===== src/rtl/uart_link_arbiter_pkg.sv =====
// Shared definitions for the UART link arbiter and bus bridge slave: frame layout helpers,
// FSM state encoding and fixed timing constants.
package uart_link_arbiter_pkg;

  typedef enum logic [2:0] {
    StIdle,
    StLoad,
    StTxStart,
    StTxWait,
    StRwait,
    StResp
  } state_e;

  // Cycles TXSTART waits for the transmitter to report busy before moving on.
  localparam int unsigned TxStartCycles = 4;

  // Frame layout: {mode, wdata, addr}, mode 1 = write.
  function automatic int unsigned frame_width(input int unsigned data_w,
                                              input int unsigned addr_w);
    return data_w + addr_w + 1;
  endfunction

  function automatic int unsigned mode_bit(input int unsigned data_w,
                                           input int unsigned addr_w);
    return data_w + addr_w;
  endfunction

  function automatic int unsigned wdata_lsb(input int unsigned addr_w);
    return addr_w;
  endfunction

endpackage


===== src/rtl/rr_arbiter2.sv =====
// Two-way round-robin grant; the last-grant register advances only when a grant is taken.
module rr_arbiter2 (
  input  logic       clk_i,
  input  logic       rst_i,
  input  logic [1:0] req_i,
  input  logic       update_i,
  output logic [1:0] grant_o,
  output logic       grant_idx_o
);

  logic last_q;

  always_comb begin
    grant_idx_o = 1'b0;
    unique case (req_i)
      2'b01:   grant_idx_o = 1'b0;
      2'b10:   grant_idx_o = 1'b1;
      2'b11:   grant_idx_o = ~last_q;
      default: grant_idx_o = 1'b0;
    endcase
    grant_o = (req_i == 2'b00) ? 2'b00 : (grant_idx_o ? 2'b10 : 2'b01);
  end

  // Reset to 1 so requester 0 wins the first contested grant.
  always_ff @(posedge clk_i) begin
    if (rst_i) begin
      last_q <= 1'b1;
    end else if (update_i && (req_i != 2'b00)) begin
      last_q <= grant_idx_o;
    end
  end

endmodule


===== src/rtl/uart_link_arbiter.sv =====
// Arbitrates two bus requesters onto one UART link: sends a frame, waits for TX to finish,
// and for reads waits (with timeout) for the reply byte.
module uart_link_arbiter
  import uart_link_arbiter_pkg::*;
#(
  parameter int unsigned DATA_WIDTH = 8,
  parameter int unsigned ADDR_WIDTH = 12,
  parameter int unsigned RD_TIMEOUT = 65535,
  localparam int unsigned F = frame_width(DATA_WIDTH, ADDR_WIDTH)
) (
  input  logic                  clk,
  input  logic                  rst,
  input  logic [1:0]            req_valid,
  input  logic [2*F-1:0]        req_frame,
  output logic [1:0]            req_ready,
  output logic [1:0]            done,
  output logic [DATA_WIDTH-1:0] rsp_data,
  output logic                  rsp_err,
  output logic [F-1:0]          u_din,
  output logic                  u_en,
  input  logic                  u_tx_busy,
  input  logic                  u_rx_ready,
  input  logic [DATA_WIDTH-1:0] u_dout,
  output logic                  busy
);

  localparam int unsigned ModeBit = mode_bit(DATA_WIDTH, ADDR_WIDTH);
  localparam int unsigned CntW = ($clog2(RD_TIMEOUT + 1) > 2) ? $clog2(RD_TIMEOUT + 1) : 2;
  localparam logic [CntW-1:0] TimeoutLast = CntW'(RD_TIMEOUT - 1);
  localparam logic [CntW-1:0] TxStartLast = CntW'(TxStartCycles - 1);

  state_e                state_q, state_d;
  logic [F-1:0]          u_din_q, u_din_d;
  logic                  g_q, g_d;
  logic [CntW-1:0]       cnt_q, cnt_d;
  logic [1:0]            done_q, done_d;
  logic [DATA_WIDTH-1:0] rsp_data_q, rsp_data_d;
  logic                  rsp_err_q, rsp_err_d;
  logic [1:0]            req_ready_c;
  logic                  u_en_c;
  logic [1:0]            grant;
  logic                  grant_idx;
  logic                  arb_en;

  assign arb_en = (state_q == StIdle);

  rr_arbiter2 u_arb (
    .clk_i       (clk),
    .rst_i       (rst),
    .req_i       (req_valid),
    .update_i    (arb_en),
    .grant_o     (grant),
    .grant_idx_o (grant_idx)
  );

  always_comb begin
    state_d     = state_q;
    u_din_d     = u_din_q;
    g_d         = g_q;
    cnt_d       = cnt_q;
    done_d      = 2'b00;
    rsp_data_d  = rsp_data_q;
    rsp_err_d   = rsp_err_q;
    req_ready_c = 2'b00;
    u_en_c      = 1'b0;

    unique case (state_q)
      StIdle: begin
        if (req_valid != 2'b00) begin
          req_ready_c = grant;
          g_d         = grant_idx;
          u_din_d     = grant_idx ? req_frame[2*F-1:F] : req_frame[F-1:0];
          state_d     = StLoad;
        end
      end
      StLoad: begin
        u_en_c  = 1'b1;
        cnt_d   = '0;
        state_d = StTxStart;
      end
      StTxStart: begin
        if (u_tx_busy || (cnt_q == TxStartLast)) begin
          state_d = StTxWait;
        end else begin
          cnt_d = cnt_q + CntW'(1);
        end
      end
      StTxWait: begin
        if (!u_tx_busy) begin
          if (u_din_q[ModeBit]) begin
            done_d    = g_q ? 2'b10 : 2'b01;
            rsp_err_d = 1'b0;
            state_d   = StIdle;
          end else begin
            cnt_d   = '0;
            state_d = StRwait;
          end
        end
      end
      StRwait: begin
        // A byte arriving on the timeout cycle still counts as a good reply.
        if (u_rx_ready) begin
          rsp_data_d = u_dout;
          rsp_err_d  = 1'b0;
          done_d     = g_q ? 2'b10 : 2'b01;
          state_d    = StResp;
        end else if (cnt_q == TimeoutLast) begin
          rsp_data_d = '0;
          rsp_err_d  = 1'b1;
          done_d     = g_q ? 2'b10 : 2'b01;
          state_d    = StResp;
        end else begin
          cnt_d = cnt_q + CntW'(1);
        end
      end
      StResp: begin
        state_d = StIdle;
      end
      default: begin
        state_d = StIdle;
      end
    endcase
  end

  always_ff @(posedge clk) begin
    if (rst) begin
      state_q    <= StIdle;
      u_din_q    <= '0;
      g_q        <= 1'b0;
      cnt_q      <= '0;
      done_q     <= 2'b00;
      rsp_data_q <= '0;
      rsp_err_q  <= 1'b0;
    end else begin
      state_q    <= state_d;
      u_din_q    <= u_din_d;
      g_q        <= g_d;
      cnt_q      <= cnt_d;
      done_q     <= done_d;
      rsp_data_q <= rsp_data_d;
      rsp_err_q  <= rsp_err_d;
    end
  end

  // done and the response fields update on the same edge, so they are valid together.
  assign done      = done_q;
  assign rsp_data  = rsp_data_q;
  assign rsp_err   = rsp_err_q;
  assign u_din     = u_din_q;
  assign req_ready = rst ? 2'b00 : req_ready_c;
  assign u_en      = rst ? 1'b0 : u_en_c;
  assign busy      = !rst && (state_q != StIdle);

endmodule

===== config.mk =====
export PLATFORM = sky130hd
export DESIGN_NAME = uart_link_arbiter
export DESIGN_NICKNAME = d
export VERILOG_FILES = /design/src/rtl/uart_link_arbiter_pkg.sv /design/src/rtl/rr_arbiter2.sv /design/src/rtl/uart_link_arbiter.sv
export SDC_FILE = /design/constraint.sdc
export NUM_CORES = 1
export LEC_CHECK = 0
export CORE_UTILIZATION = 45
export CTS_CLUSTER_DIAMETER = 150
export CTS_CLUSTER_SIZE = 24
export DETAILED_ROUTE_END_ITERATION = 6
export PLACE_DENSITY = 0.8
export SLEW_MARGIN = 5
export SYNTH_ARGS = -nofsm -noshare
export SYNTH_HDL_FRONTEND = slang
export SYNTH_SLANG_ARGS = --single-unit

===== constraint.sdc =====
create_clock -name clk -period 2.02 [get_ports clk]
set_input_delay 0.404 -clock clk [delete_from_list [all_inputs] [get_ports clk]]
set_output_delay 0.404 -clock clk [all_outputs]
set_load 0.03 [all_outputs]

; Yosys cells after proc, flatten, opt, wreduce, memory -nomap -nowiden
; Index checks and enable logic that the tools add are counted.
[word_totals]
reg_bits = 53
in_bits = 56
[classes]
add_sub_neg = 1
n_eq_ne = 17
muxes = 35
n_bitwise = 1
n_reduce_logical = 16
[op_table]
columns = op, count
row1 = 16-bit 2-to-1 mux, 5
row2 = 16-bit case mux with 4 select lines, 1
row3 = 21-bit 2-to-1 mux, 1
row4 = 2-bit 2-to-1 mux, 10
row5 = 3-bit 2-to-1 mux, 6
row6 = 16-bit by 1-bit adder with 16-bit output (second input constant), 1
row7 = 16-bit equality test (second input constant), 1
row8 = 16-bit by 2-bit equality test with 1-bit output (second input constant), 1
row9 = 8-bit 2-to-1 mux, 2
row10 = 2-bit != test (second input constant), 8
row11 = 3-bit case mux with 5 select lines, 1
row12 = 4-bit AND reduction, 2
row13 = 3-bit by 2-bit equality test with 1-bit output (second input constant), 2
row14 = 1-bit 2-to-1 mux, 6
row15 = 6-bit AND reduction, 1
row16 = 2-bit nonzero test, 3
row17 = 2-bit equality test (second input constant), 2
row18 = 1-bit case mux with 2 select lines, 2
row19 = 2-bit case mux with 2 select lines, 1
row20 = 2-bit AND reduction, 2
row21 = 4-bit nonzero test, 1
row22 = 3-bit by 1-bit equality test with 1-bit output (second input constant), 1
row23 = 3-bit equality test (second input constant), 1
row24 = 3-bit logical NOT, 1
row25 = other kinds (7), 8

; Logic depth before layout (Yosys ltp)
[depth]
ltp_word = 7
mapped_depth = 8

; By module
; From an unflattened synthesis, not the netlist that was laid out.
[unflattened]
hier_cells = 304
hier_area_um2 = 2695.1
[modules_own_cells]
columns = mod, n_inst, cells_each, area_per_inst_um2, seq_area_each_um2
row1 = uart_link_arbiter, 1, 296, 2626.3, 1041.0
row2 = rr_arbiter2, 1, 8, 68.8, 20.0

; Worst setup path before layout
; No wires, ideal clock.
[synth_path]
path_type = in2out
start = in rst
end = out u_en
arrival_ns = 1.809
required_time_ns = 1.616
path_slack_ns = -0.193
stages = 3
cell_sequence = buf_2 clkbuf_1 nor4b_1
[synth_via]
elab_chain_len = 1
[synth_rtl]
columns = element, line_no
row1 = "start, declared", uart_link_arbiter.sv:12  ; input logic rst,
row2 = 1-bit 2-to-1 mux, uart_link_arbiter.sv:151  ; assign u_en = rst ? 1'b0 : u_en_c;
row3 = "end, declared", uart_link_arbiter.sv:20  ; output logic u_en,
; Every way passes these cells.

; Worst setup path after layout
[layout_path]
start = reg state_q[1]
end = out req_ready[0]
[layout_via]
elab_chain_len = 3
[layout_rtl]
columns = element, line_no
row1 = "start, declared", uart_link_arbiter.sv:32  ; state_e state_q, state_d;
row2 = "start signal, assigned", uart_link_arbiter.sv:127  ; state_q <= StIdle;
row3 = "start signal, assigned", uart_link_arbiter.sv:135  ; state_q <= state_d;
row4 = 3-bit logical NOT, uart_link_arbiter.sv:67  ; unique case (state_q)
row5 = 2-bit 2-to-1 mux, uart_link_arbiter.sv:67
row6 = 2-bit 2-to-1 mux, uart_link_arbiter.sv:150  ; assign req_ready = rst ? 2'b00 : req_ready_c;
row7 = "end, declared", uart_link_arbiter.sv:15  ; output logic [1:0] req_ready,
; Every way passes these cells.

==> reports/qor.yml <==
run_status:
  status: "completed"
sta:
  slew_viol_final: 0
  fmax_ghz: 0.515
  setup_tns_ns: 0
  min_period_over_period_pct: 96.1
  rsz0062_at_grt: "true"
  setup_viol: 0
  final_hold_viol_count: 0
  tightestPinTransition_ns: 0.365
  final.setup_skew_ns: 0.00691
  min_period_ns: 1.94
  worst_slew_margin_rel_pct: 75.6
synth:
  synth_edf_count: 0
  synth_area_sq_um: 2560
  ys.flop_type: "dfxtp_1"
  syn_inst: 300
  yosysWarnings: 0
  synth_seq_area_share_pct: 41.4
  synthDistinctLibCells: 48
  avgSynthCellArea_sq_um: 8.53
  synth_top_area_share_pct: 41.4
  ys_seq_elements: 53
  syn_nets: 358
  synth_area_leaders: "dfxtp_1 41%, a22oi_1 8.8%, nand2_1 5.6%"
  synth_largest_area_cell: "dfxtp_1"
  synthArstFlopShare_pct: 0
route:
  dr.first_iter.drc_count: 309
  ant_nets: 0
  vias_per_cell: 5.72
  drc: 0
  wirelength_um: 7740
  drtPass1Iterations: 4
  vias: 2809
  routedWlPerCell_um: 15.8
global_routing:
  grt_pass1_vias: 2692
  antenna_found_initial: 0
  track_usage_pct: 26.4
  grt_pass1_wl_um: 12800
  overflow: 0
  grt_max_degree: 19
placed_design:
  place_hpwl_um: 5670
  gp_congestion: 0.924
  numPortBuffers: 91
  dp_cells: 480
cells_and_area:
  diodes: 0
  drive_above_1_share_pct: 17.9
  nets: 476
  fin_cells: 491
  synthToLayoutAreaGrowth_pct: 54.8
cts:
  clkTransAtPathRegs_ns: 0.10
  cts_tree: "built"
  cts.sinks: 53
  root_buffer: "clkbuf_8"
  cts_made_buffers: 5
  clockBufferDepth: 2
  h-tree-depth: 2
  insertion_delay_ns: 0.31
worst_setup_path:
  cpPeakStageDelay_ns: 0.37
  slowest_stage: "dfxtp_2"
  cp_max_fo: 5
  critPathMostFrequentCell: "buf_4"
  cp_top_family: "simple AND/OR/NAND/NOR gates"
  cp.required_ns: 1.62
  path_buf_inv: 2
  worstPathCellList: "buf_4 > nor3_2 > nand3_1 > nor2_2 > buf_4"
  start_kind: "flip-flop"
  cp_data_arrival_time_ns: 1.54
  critPathKind: "flip-flop to primary output"
  crit_path_end_kind: "primary output"
floorplanning:
  core_area_sq_um: 5510
  pin_count: 92
  rows: 27
  die_h_um: 77.4
  fp.dieW_um: 77.4
  initial_core_util_pct: 46.5
  die_area_sq_um: 5990
run:
  drv_cap: 0
power:
  ir_worst_vdd_mv: 0.396
  total_power_w: 0.00264
  p_leak_nw: 1.54
  p_per_area_nw_per_um2: 666
worst_hold_path:
  hp-class: "flip-flop to flip-flop"
kinds of logic after synthesis:
logic type,count (synthesis),share of synthesized area [%]
adder cells (fa/ha/maj),2,0.977
buffers and inverters,31,5.96
XOR/XNOR,1,0.342
flip-flops,53,41.4
AO/OA/AOI/OAI,96,27.5
AND/OR/NAND/NOR,117,23.8
flip-flops by register name, indices dropped and copies added (netlist names):
register / cells
u_din: 21
cnt_q: 16
rsp_data: 8
state_q: 3
done: 2
g_q: 1
rsp_err: 1
u_arb.last_q: 1
Yosys cell counts, drive strengths merged, types with 3 or more instances:
| master | instances |
|---|---|
| a22oi | 30 |
| nand4 | 8 |
| nor3 | 5 |
| o21ai | 16 |
| o31ai | 5 |
| nor2 | 23 |
| o41ai | 6 |
| or4 | 4 |
| a31oi | 5 |
| inv | 6 |
| nand2 | 38 |
| clkbuf | 12 |
| nor4 | 5 |
| a21oi | 10 |
| a211oi | 3 |
| buf | 13 |
| nor3b | 4 |
| nand3 | 7 |
| o311ai | 8 |
| and2 | 5 |
| and3 | 5 |
| dfxtp | 53 |
layout by cell type (no fill, tap or decap), types with 5 or more instances in the layout:
cell type,instances
a21oi_1,10
a22oi_1,29
and3_1,5
buf_4,46
clkbuf_8,5
clkdlybuf4s50_1,86
dfxtp_1,48
inv_1,6
nand2_1,38
nand3_1,7
nand4_1,8
nor2_1,22
o21ai_0,16
o31ai_1,5
path summary, 6_finish.rpt:
kind | cells past startpoint | start | endpoint | slack [ns]
max | 5 | state_q[1] | req_ready[0] | 0.08
min | 1 | g_q | done[0] | 0.45
max reg2reg | 7 | cnt_q[0] | cnt_q[13] | 0.09
min reg2reg | 1 | g_q | done[0] | 0.45
report_power, final:
part           total (W)  internal [W]  switching [W]
combinational   0.000748      0.000363       0.000386
sequential       0.00116       0.00111      0.0000464
clock           0.000734      0.000373       0.000361
total            0.00264       0.00185       0.000794
worst reg2reg max path: cells and delay by family, from the launching register on:
kind,cells,cell delay [ns]
compound gates,2,0.30
fa+ha+maj,1,0.21
buf+inv,1,0.17
flops,1,0.37
simple gates,3,0.82
repair_timing:
action	4_1_cts	5_1_grt
setup buffers	0	3
hold buffers	0	0
gates resized for setup	5	16
hold endpoints to repair	0	0
pin swaps	0	6
endpoints found under the setup margin	5	25
per-layer routing:
layer	vias to the layer above	GRT usage [%]	share of wire, %
met4	0	11.5	3.0
met2	110	44.1	50
met1	1312	32.7	41
met3	19	5.65	6.4
met5	-	0	0
li1	1368	-	-
cell type report:
type	count	area, sq um
Clock buffer	6	72.6
Clock inverter	2	38.8
Fill cell	412	1540
Inverter	6	22.5
Multi-Input combinational cell	216	1400
Sequential cell	53	1070
Tap cell	72	90.1
Timing Repair Buffer	136	1270
through the flow:
stage	setup WS, ns	util (%)	instance area, sq um	hold WS, ns
after floorplan	0.135	-	2570	0.415
after global placement	-0.141	68.4	3770	0.432
after detailed placement	-0.178	68.4	3770	0.438
after CTS	0.0128	70.8	3900	0.452
after global routing	-0.0618	72.0	3960	0.475
final	0.0786	72.0	3960	0.452
(Power assumes the default switching activity.)
